<file path="src/rtl/uart_fifo_bridge.sv">
// uart_fifo_bridge: buffered CPU front end for the memory-mapped UART core.
//
// The block is a slave on the CPU native memory bus and a master on the UART
// core's register bus (DATA at 0x0, STATUS at 0x4). A small FSM polls the core,
// drains received bytes into the RX FIFO and feeds queued bytes from the TX FIFO,
// so the CPU never busy-waits and received bytes are not lost.
//
// Ports:
//   clk, reset               clock; asynchronous active-high reset
//   mem_valid/addr/wdata/wstrb  CPU request (wstrb != 0 means write, addr[3:0] decoded)
//   mem_ready, mem_rdata     CPU response (one-cycle ready pulse, registered data)
//   u_valid/addr/wdata/wstrb UART core request (wstrb 4'b0001 write, 4'b0000 read)
//   u_ready, u_rdata         UART core response pulse and read data
//   irq_rx                   level, high while the RX FIFO holds data
//
// Handshakes: both buses use valid/ready pulses. A request stays valid until the
// responder pulses ready for one cycle; the requester drops valid on the same
// edge that samples ready, so a completed request is always followed by at least
// one cycle with valid low and can never be accepted twice.
//
// CPU map: 0x0 W push TX / R pop RX; 0x4 R STATUS; 0x8 W CTRL
// (bit0 clear overflow flags, bit1 flush TX, bit2 flush RX).
module uart_fifo_bridge #(
    parameter int TX_DEPTH = 16,
    parameter int RX_DEPTH = 16
) (
    input  logic        clk,
    input  logic        reset,
    input  logic        mem_valid,
    input  logic [31:0] mem_addr,
    input  logic [31:0] mem_wdata,
    input  logic [3:0]  mem_wstrb,
    output logic        mem_ready,
    output logic [31:0] mem_rdata,
    output logic        u_valid,
    output logic [31:0] u_addr,
    output logic [31:0] u_wdata,
    output logic [3:0]  u_wstrb,
    input  logic        u_ready,
    input  logic [31:0] u_rdata,
    output logic        irq_rx
);

    localparam int TAW = $clog2(TX_DEPTH);
    localparam int RAW = $clog2(RX_DEPTH);
    localparam int TCW = TAW + 1;
    localparam int RCW = RAW + 1;
    localparam logic [TCW-1:0] TX_FULL_CNT = TCW'(TX_DEPTH);
    localparam logic [RCW-1:0] RX_FULL_CNT = RCW'(RX_DEPTH);

    localparam logic [2:0] S_IDLE    = 3'd0;
    localparam logic [2:0] S_POLL    = 3'd1;
    localparam logic [2:0] S_RD_DATA = 3'd2;
    localparam logic [2:0] S_WR_DATA = 3'd3;
    localparam logic [2:0] S_GAP     = 3'd4;

    logic [2:0]     state;
    logic           busy_q;      // busy bit from the most recent STATUS poll
    logic           rx_ovf, tx_ovf;

    logic [7:0]     tx_mem [TX_DEPTH];
    logic [TAW-1:0] tx_wr_ptr, tx_rd_ptr;
    logic [TCW-1:0] tx_count, tx_count_nxt;
    logic [7:0]     rx_mem [RX_DEPTH];
    logic [RAW-1:0] rx_wr_ptr, rx_rd_ptr;
    logic [RCW-1:0] rx_count, rx_count_nxt;

    // CPU request decode
    logic [3:0] a;
    logic       accept, cpu_wr, sel_data, sel_stat, sel_ctrl;
    logic       tx_full, tx_empty, rx_full, rx_empty;
    logic       tx_push, tx_pop, tx_flush, rx_push, rx_push_req, rx_pop, rx_flush;
    logic       ovf_clr, tx_drop, u_done;
    logic [31:0] status, rd_val;

    assign a        = mem_addr[3:0];
    assign accept   = mem_valid && !mem_ready;
    assign cpu_wr   = |mem_wstrb;
    assign sel_data = (a == 4'h0);
    assign sel_stat = (a == 4'h4);
    assign sel_ctrl = (a == 4'h8);

    assign tx_full  = (tx_count == TX_FULL_CNT);
    assign tx_empty = (tx_count == '0);
    assign rx_full  = (rx_count == RX_FULL_CNT);
    assign rx_empty = (rx_count == '0);

    assign ovf_clr  = accept && cpu_wr && sel_ctrl && mem_wdata[0];
    assign tx_flush = accept && cpu_wr && sel_ctrl && mem_wdata[1];
    assign rx_flush = accept && cpu_wr && sel_ctrl && mem_wdata[2];
    assign tx_push  = accept && cpu_wr && sel_data && !tx_full;
    assign tx_drop  = accept && cpu_wr && sel_data && tx_full;
    assign rx_pop   = accept && !cpu_wr && sel_data && !rx_empty;

    assign u_done      = u_valid && u_ready;
    // A flush in the same cycle wins over the pop, so the FSM then skips the write.
    assign tx_pop      = (state == S_POLL) && u_done && !u_rdata[0] && !u_rdata[1]
                         && !tx_empty && !tx_flush;
    assign rx_push_req = (state == S_RD_DATA) && u_done;
    assign rx_push     = rx_push_req && !rx_full;

    assign tx_count_nxt = tx_flush ? '0 : tx_count + TCW'(tx_push) - TCW'(tx_pop);
    assign rx_count_nxt = rx_flush ? '0 : rx_count + RCW'(rx_push) - RCW'(rx_pop);

    assign status = {8'h00, 8'(tx_count), 8'(rx_count), 3'b000, tx_ovf, rx_ovf,
                     (tx_empty && !busy_q), tx_full, !rx_empty};

    always_comb begin
        rd_val = '0;
        if (!cpu_wr) begin
            if (sel_data && !rx_empty) rd_val = {24'h0, rx_mem[rx_rd_ptr]};
            else if (sel_stat)         rd_val = status;
        end
    end

    // FIFO storage carries no reset; only pointers and counts define contents.
    always_ff @(posedge clk) begin
        if (tx_push) tx_mem[tx_wr_ptr] <= mem_wdata[7:0];
        if (rx_push) rx_mem[rx_wr_ptr] <= u_rdata[7:0];
    end

    always_ff @(posedge clk or posedge reset) begin
        if (reset) begin
            tx_wr_ptr <= '0;
            tx_rd_ptr <= '0;
            tx_count  <= '0;
            rx_wr_ptr <= '0;
            rx_rd_ptr <= '0;
            rx_count  <= '0;
            irq_rx    <= 1'b0;
            mem_ready <= 1'b0;
            mem_rdata <= '0;
            tx_ovf    <= 1'b0;
            rx_ovf    <= 1'b0;
        end else begin
            tx_count <= tx_count_nxt;
            rx_count <= rx_count_nxt;
            irq_rx   <= (rx_count_nxt != '0);
            if (tx_flush) begin
                tx_wr_ptr <= '0;
                tx_rd_ptr <= '0;
            end else begin
                if (tx_push) tx_wr_ptr <= tx_wr_ptr + 1'b1;
                if (tx_pop)  tx_rd_ptr <= tx_rd_ptr + 1'b1;
            end
            if (rx_flush) begin
                rx_wr_ptr <= '0;
                rx_rd_ptr <= '0;
            end else begin
                if (rx_push) rx_wr_ptr <= rx_wr_ptr + 1'b1;
                if (rx_pop)  rx_rd_ptr <= rx_rd_ptr + 1'b1;
            end
            mem_ready <= accept;
            if (accept) mem_rdata <= rd_val;
            // A new overflow in the same cycle as a clear is kept.
            if (ovf_clr) begin
                tx_ovf <= 1'b0;
                rx_ovf <= 1'b0;
            end
            if (tx_drop) tx_ovf <= 1'b1;
            if (rx_push_req && rx_full) rx_ovf <= 1'b1;
        end
    end

    // UART master. POLL is entered with u_valid already high; RD_DATA/WR_DATA
    // spend their first cycle with u_valid low, which gives the post-POLL gap.
    always_ff @(posedge clk or posedge reset) begin
        if (reset) begin
            state   <= S_IDLE;
            busy_q  <= 1'b0;
            u_valid <= 1'b0;
            u_addr  <= '0;
            u_wdata <= '0;
            u_wstrb <= '0;
        end else begin
            case (state)
                S_IDLE, S_GAP: begin
                    state   <= S_POLL;
                    u_valid <= 1'b1;
                    u_addr  <= 32'h4;
                    u_wstrb <= 4'b0000;
                end
                S_POLL: begin
                    if (u_done) begin
                        u_valid <= 1'b0;
                        busy_q  <= u_rdata[1];
                        if (u_rdata[0]) begin
                            state   <= S_RD_DATA;
                            u_addr  <= 32'h0;
                            u_wstrb <= 4'b0000;
                        end else if (tx_pop) begin
                            state   <= S_WR_DATA;
                            u_addr  <= 32'h0;
                            u_wstrb <= 4'b0001;
                            u_wdata <= {24'h0, tx_mem[tx_rd_ptr]};
                        end else begin
                            state <= S_GAP;
                        end
                    end
                end
                S_RD_DATA, S_WR_DATA: begin
                    if (!u_valid) begin
                        u_valid <= 1'b1;
                    end else if (u_ready) begin
                        u_valid <= 1'b0;
                        state   <= S_GAP;
                    end
                end
                default: begin
                    state   <= S_IDLE;
                    u_valid <= 1'b0;
                end
            endcase
        end
    end

endmodule

</file>
<file path="config.mk">
export PLATFORM = sky130hd
export DESIGN_NAME = uart_fifo_bridge
export DESIGN_NICKNAME = d
export VERILOG_FILES = /design/src/rtl/uart_fifo_bridge.sv
export SDC_FILE = /design/constraint.sdc
export NUM_CORES = 1
export LEC_CHECK = 0
export CAP_MARGIN = 10
export CORE_UTILIZATION = 49
export CTS_CLUSTER_SIZE = 16
export DETAILED_ROUTE_END_ITERATION = 12
export MAX_ROUTING_LAYER = met4
export PLACE_DENSITY = 0.74
export SYNTH_ARGS = -nofsm -noshare
export SYNTH_HDL_FRONTEND = slang
export SYNTH_SLANG_ARGS = --single-unit
</file>
<file path="constraint.sdc">
create_clock -name clk -period 3.03 [get_ports clk]
set_input_delay 0.7575 -clock clk [delete_from_list [all_inputs] [get_ports clk]]
set_output_delay 0.7575 -clock clk [all_outputs]
set_load 0.005 [all_outputs]
</file>
-- Word-level counts from Yosys, hierarchy flattened
Memory sizes are Yosys's and may differ from the RTL's. A register that Yosys moved wholly into a read port is not among the register bits.
Index checks and enable logic that the tools add are counted.
Widths: inputs -> output; s select.
- reduce and logical (&&, ||, !) cells: 52
- multiplexer cells: 38
- bitwise gates (word level): 1
- equality and inequality tests: 12
- add/subtract/negate cells: 8
- operator list (cell ; number):
    $mux 32 ; 3
    $pmux 32 s2 ; 1
    $mux 21 ; 3
    $mux 4 ; 11
    $logic_and 1x1->1 ; 23
    $add 4x1->4 const B ; 4
    $mux 3 ; 5
    $reduce_bool 2->1 ; 7
    $add 5x1->5 ; 2
    $eq 5x5->1 const B ; 2
    $logic_not 1->1 ; 10
    $logic_not 5->1 ; 2
    $mux 1 ; 10
    $mux 5 ; 2
    $sub 5x1->5 ; 2
    $pmux 3 s3 ; 1
    $pmux 4 s2 ; 1
    $eq 3x2->1 const B ; 2
    $ne 2x2->1 const B ; 3
    $reduce_and 3->1 ; 2
    $reduce_bool 5->1 ; 1
    $eq 4x3->1 const B ; 1
    $eq 4x4->1 const B ; 1
    $logic_not 4->1 ; 1
    10 further kinds ; 11
- memories: 2
- bits in writable memories: 256
- bits in registers: 103
- bits of input ports: 104
- output and inout port bits: 103
- memories (name ; depth ; width ; rd ports ; clocked after memory_dff ; write ports ; line ; source):
    rx_mem ; 16 ; 8 ; 1 ; 0 ; 1 ; 64 ; logic [7:0] rx_mem [RX_DEPTH];
    tx_mem ; 16 ; 8 ; 1 ; 1 ; 1 ; 61 ; logic [7:0] tx_mem [TX_DEPTH];

-- Longest topological paths before layout
Gate-level depths: netlist of run 1.
- depth in word-level cells: 11
- depth in mapped cells: 16

-- Least setup slack after synthesis of run 1
No wires, ideal clock.
- path kind: input-to-reg
- from: in u_ready
- to: reg irq_rx
- required time: 2.889 ns
- path slack: -0.221 ns
- path buffers: 0
- arrival time: 3.110 ns
- stages on the path: 13
- path through: nand3b_1 -> nor4b_2 -> inv_1 -> ha_1 -> inv_1 -> ha_1 -> inv_1 -> fa_1 -> inv_1 -> a21oi_1 -> o21bai_1 -> xnor2_1 -> a41oi_1
- word-level cells in the longest chain between the ends: 7
- RTL lines (element ; line ; source):
    start: declaration ; 39 ; input logic u_ready,
    $logic_and 1x1->1 ; 95 ; assign u_done = u_valid && u_ready;
    $logic_and 1x1->1 ; 99 ; assign rx_push_req = (state == S_RD_DATA) && u_done;
    $logic_and 1x1->1 ; 100 ; assign rx_push = rx_push_req && !rx_full;
    $add 5x1->5 ; 103 ; assign rx_count_nxt = rx_flush ? '0 : rx_count + RCW'(rx_push) - RCW'(rx_pop);
    $sub 5x1->5 ; 103 ;
    $mux 5 ; 103 ;
    $reduce_bool 5->1 ; 138 ; irq_rx <= (rx_count_nxt != '0);
    end signal: assignment ; 138 ;
    end: declaration ; 41 ; output logic irq_rx
Every way passes these cells.
A chain may end at the register's enable or synchronous reset.

-- Worst setup path in the final report of run 1
- from: in mem_addr[2]
- to: reg tx_count[4]
- word-level cells in the longest chain between the ends: 7
- elaborated cells on any way between the ends: 11
- those cells by class: add/sub: 2; eq/ne: 1; mux: 1; reduce/logical: 7
- RTL lines (element ; line ; source):
    start: declaration ; 30 ; input logic [31:0] mem_addr,
    branches (longest 6 deep; another with $add 5x1->5) ; - ;
    $mux 5 (*) ; 102 ; assign tx_count_nxt = tx_flush ? '0 : tx_count + TCW'(tx_push) - TCW'(tx_pop);
    via tx_count_nxt[4] ; 63 ; logic [TCW-1:0] tx_count, tx_count_nxt;
    end signal: assignment ; 136 ; tx_count <= tx_count_nxt;
    end: declaration ; 63 ;
Mark *: on every way through the listed nets, which the timed path passes.

==> qor.csv, run 1 <==
stage,metric,value,unit
detailed_routing,met2 routed WL,13200,microns
die,Die Width,169,microns
die,row count,60,
global_routing,pin count of the biggest net entering global routing,50,
clock_network,clock sinks,319,
global_routing,global-route wire length before repair,42000,microns
final_layout,fin util,0.599,
die,Core Area,27200,sq um
synth,top area cells in the synthesized netlist,"edfxtp_1 56%, dfrtp_1 12%, mux4_2 11%, buf_4 4.0%, ha_1 2.0%",
outcome,status,"finished, final reports clean",
sta,Slew headroom,0.336,
final_layout,antenna fix cells,0,
clock_network,CTS Buffer Depth,3,
final_layout,Multi-input gate area,3940,sq um
clock_network,TritonCTS clock tree,done,
worst_setup_path,critical path class,input port to flop,
final_layout,fin nets,1100,
final_layout,area delta synth->final,19.1,%
final_layout,fillers,1999,
clock_network,root buffer cell,clkbuf_16,
hold_path,HP Class,flop to flop,
synth,register area share after synthesis,0.677,
sta,Slew Limit Fails,0,
synth,#FFs+latches synth,319,
synth,post-synth top area cell,edfxtp_1,
worst_setup_path,Setup crit end kind,flop,
synth,xor-xnor portion of the synthesized cell area,0.0122,
sta,RSZ-0062 raised after global routing,false,
synth,"Primary FF master, synth",edfxtp_1,
worst_setup_path,critical path startpoint category,input port,
worst_setup_path,Worst Path Arrival,3.36,ns
synth,yosys warns,0,
detailed_routing,final wirelength,27200,microns
die,die area,28600,sq um
sta,final hold violations,0,
detailed_routing,Residual DRC,0,
placement,Post-DP HPWL,17800,microns
final_layout,Seq. cell area,9270,sq um
synth,Post-synth EDFFs,256,
synth,post-synth top area share,0.562,
sta,min Tclk post-route,2.92,ns
placement,Final Wtd Congestion,0.854,
synth,Post-Synth Simple-Gate Area,0.0570,
placement,pre-CTS WS,-0.615,ns
synth,fraction of the mapped netlist area in compound gates,0.0365,
power,Leak Pwr,5.88,nW
detailed_routing,DR top layer,met4,
sta,Max Fclk,343,MHz
worst_setup_path,Critical Path RT,3.48,ns
sta,final setup fails,0,
clock_network,CTS Buf Count,34,
worst_setup_path,Worst Path Max Fanout,4,
die,Ports,207,
detailed_routing,via/cell ratio,5.35,
power,worst vdd ir,0.000650,V
detailed_routing,1st-iter DRT viols,682,
sta,final hold slack,0.509,ns
synth,leading cell types by count after synthesis,"256 x edfxtp_1, 73 x buf_4, 65 x mux4_2, 63 x dfrtp_1, 36 x nor2_1",
run,max cap viols,0,
global_routing,vias in the first global route,7349,
synth,synthesized instance count,815,
detailed_routing,detailed-route via count,7319,
detailed_routing,Detail Route Antenna Nets,0,
detailed_routing,DR pass1 iterations,5,
detailed_routing,DR WL/cell,19.9,microns
synth,Mapped Area,13700,sq um
power,Pwr Total,11.7,mW
power,Pwr Density,719,nW/um^2
synth,Netlist cell types,61,
synth,Post-Syn Area per Cell,16.8,sq um
final_layout,fraction of layout cells with a size suffix above 1,0.261,
die,die height,169,microns
clock_network,"CTS clk-pin slew, worst paths",0.06,ns
clock_network,insertion delay to the later sink of the worst-skew pair,0.52,ns
placement,PortBufs,58,
detailed_routing,met3 wire length,1670,microns
global_routing,initial antenna violation count,0,
detailed_routing,WL met1,11700,microns
sta,Tightest Pin Transition,0.996,ns
global_routing,All-Layer GR Usage,0.202,
global_routing,GR Overflow Total,0,
clock_network,H-tree Lvls,2,
sta,"Period Utilization, post-route",0.962,
die,initial core utilization,0.503,
synth,largest family of logic cells by synthesized area,multiplexers,
sta,post-route setup slack,0.114,ns
synth,top-count cell post-synth,edfxtp_1,
synth,Post-Synth Adder-Cell Area,0.0230,
synth,mux cell area share after synthesis,0.130,
sta,clock skew,0.0225,ns
synth,Async SR Flop Fraction,0.197,
-- registers in the layout, summed over array words and instances, names as in the netlist, 3 cells and up --
name       count
rx_rd_ptr      4
u_wdata        8
tx_rd_ptr      4
tx_count       5
rx_wr_ptr      4
rx_count       5
rx_mem       128
tx_mem       128
mem_rdata     18
state          3
tx_wr_ptr      4
-- stage by stage --
| step | instances | area [sq um] | TNS (ns) |
|---|---|---|---|
| after floorplan | 886 | 14000 | -0.184 |
| after global placement | 1299 | 15100 | -3.83 |
| after detailed placement | 1299 | 15100 | -3.85 |
| after CTS | 1364 | 16200 | 0 |
| after global routing | 1369 | 16300 | 0 |
| final | 1369 | 16300 | 0 |
-- worst paths after layout --
kind                         startpoint            end  slack, ns  depth (start not counted)
min in group asynchronous         reset  mem_rdata[19]       0.53                          2
max reg2reg                 tx_count[2]    tx_count[4]       0.18                         16
min                        mem_rdata[1]   mem_rdata[1]       0.51                          2
max                         mem_addr[2]    tx_count[4]       0.11                         14
min reg2reg                mem_rdata[1]   mem_rdata[1]       0.51                          2
max in group asynchronous         reset   rx_rd_ptr[0]       1.90                          3
-- metal layers --
layer  GRT usage  vias to the layer above
met5           -                        -
met4      0.0611                        0
met3      0.0372                       47
met2       0.319                      265
met1       0.270                     3716
li1            -                     3291
-- cells by family (layout without fill, tap and decap cells) --
family	Yosys count	in the layout
AOI/OAI and AO/OA	75	75
xor gates and xnor gates	19	19
adders and majority gates	24	24
buffers and inverters	144	255
DFF	319	319
muxes	92	92
other	1	72
and+or+nand+nor	141	141
-- what timing repair did --
action | CTS | global route
buffers inserted | 4 | 6
pin swaps | 6 | 9
hold endpoints to repair | 0 | 0
gates resized for setup | 4 | 15
setup endpoints to repair | 3 | 3
hold buffers | 0 | 0
-- cell usage in the layout, fill, tap and decap left out, types with 3 or more instances in the layout --
cell             synthesis  final
clkdlybuf4s50_1          0     53
inv_2                    1      5
a211oi_1                12     12
dfrtp_1                 63     61
xnor2_1                 10     10
nor4_2                   1      5
nor3b_1                  3      3
nand4_1                  4      4
clkbuf_16                0     34
nor2b_1                 14     14
a22o_1                  14     14
and2_1                   6      6
conb_1                   1     72
buf_4                   73    100
nand3b_1                 3      3
clkinv_1                 0      4
inv_1                   32     28
nand3_1                  6      5
clkbuf_1                18      9
ha_1                    22     18
nand2_1                 22     22
dlymetal6s2s_1           0      5
mux4_2                  65     65
xor2_1                   9      9
nor3_1                  18     16
clkbuf_8                 0      5
buf_12                   0      3
a21oi_1                 27     27
clkinv_2                 0      3
a31oi_1                  3      3
mux2_4                   8      8
nor4_1                   8      4
nor2_1                  36     36
mux2i_1                 17     17
edfxtp_1               256    256
o21ai_0                  6      6
-- area by class of cell --
type | count | area share
sequential | 319 | 0.569
multi-input combinational | 423 | 0.242
timing repair buffer | 161 | 0.0862
clock buffer | 48 | 0.0585
tap | 372 | 0.0286
clock inverter | 13 | 0.00852
inverter | 33 | 0.00760
-- report_power, final --
part	switching [mW]	total, mW	internal, mW
Clock	1.68	3.99	2.31
Sequential	0.313	5.29	4.97
Combinational	1.09	2.44	1.35
-- worst max-delay path, stage by stage --
cell             delay (ns)
clkdlybuf4s50_1        0.52
nor3b_1                0.37
and4_4                 0.29
inv_2                  0.05
ha_4                   0.26
inv_2                  0.04
ha_4                   0.15
inv_2                  0.04
fa_2                   0.18
inv_1                  0.04
a21oi_1                0.13
nor2_1                 0.07
or3_1                  0.34
a21oi_1                0.12
(Power assumes the default switching activity.)
==> run 2: changes to the inputs <==
CTS_CLUSTER_SIZE = default   (was 16)
==> results of run 2 <==
The final DEF is identical to that of run 1; final timing and power are the same.
==> run 3: changes to the inputs <==
SLEW_MARGIN = 20   (was default)
==> results of run 3 <==
The final DEF is identical to that of run 1; final timing and power are the same.
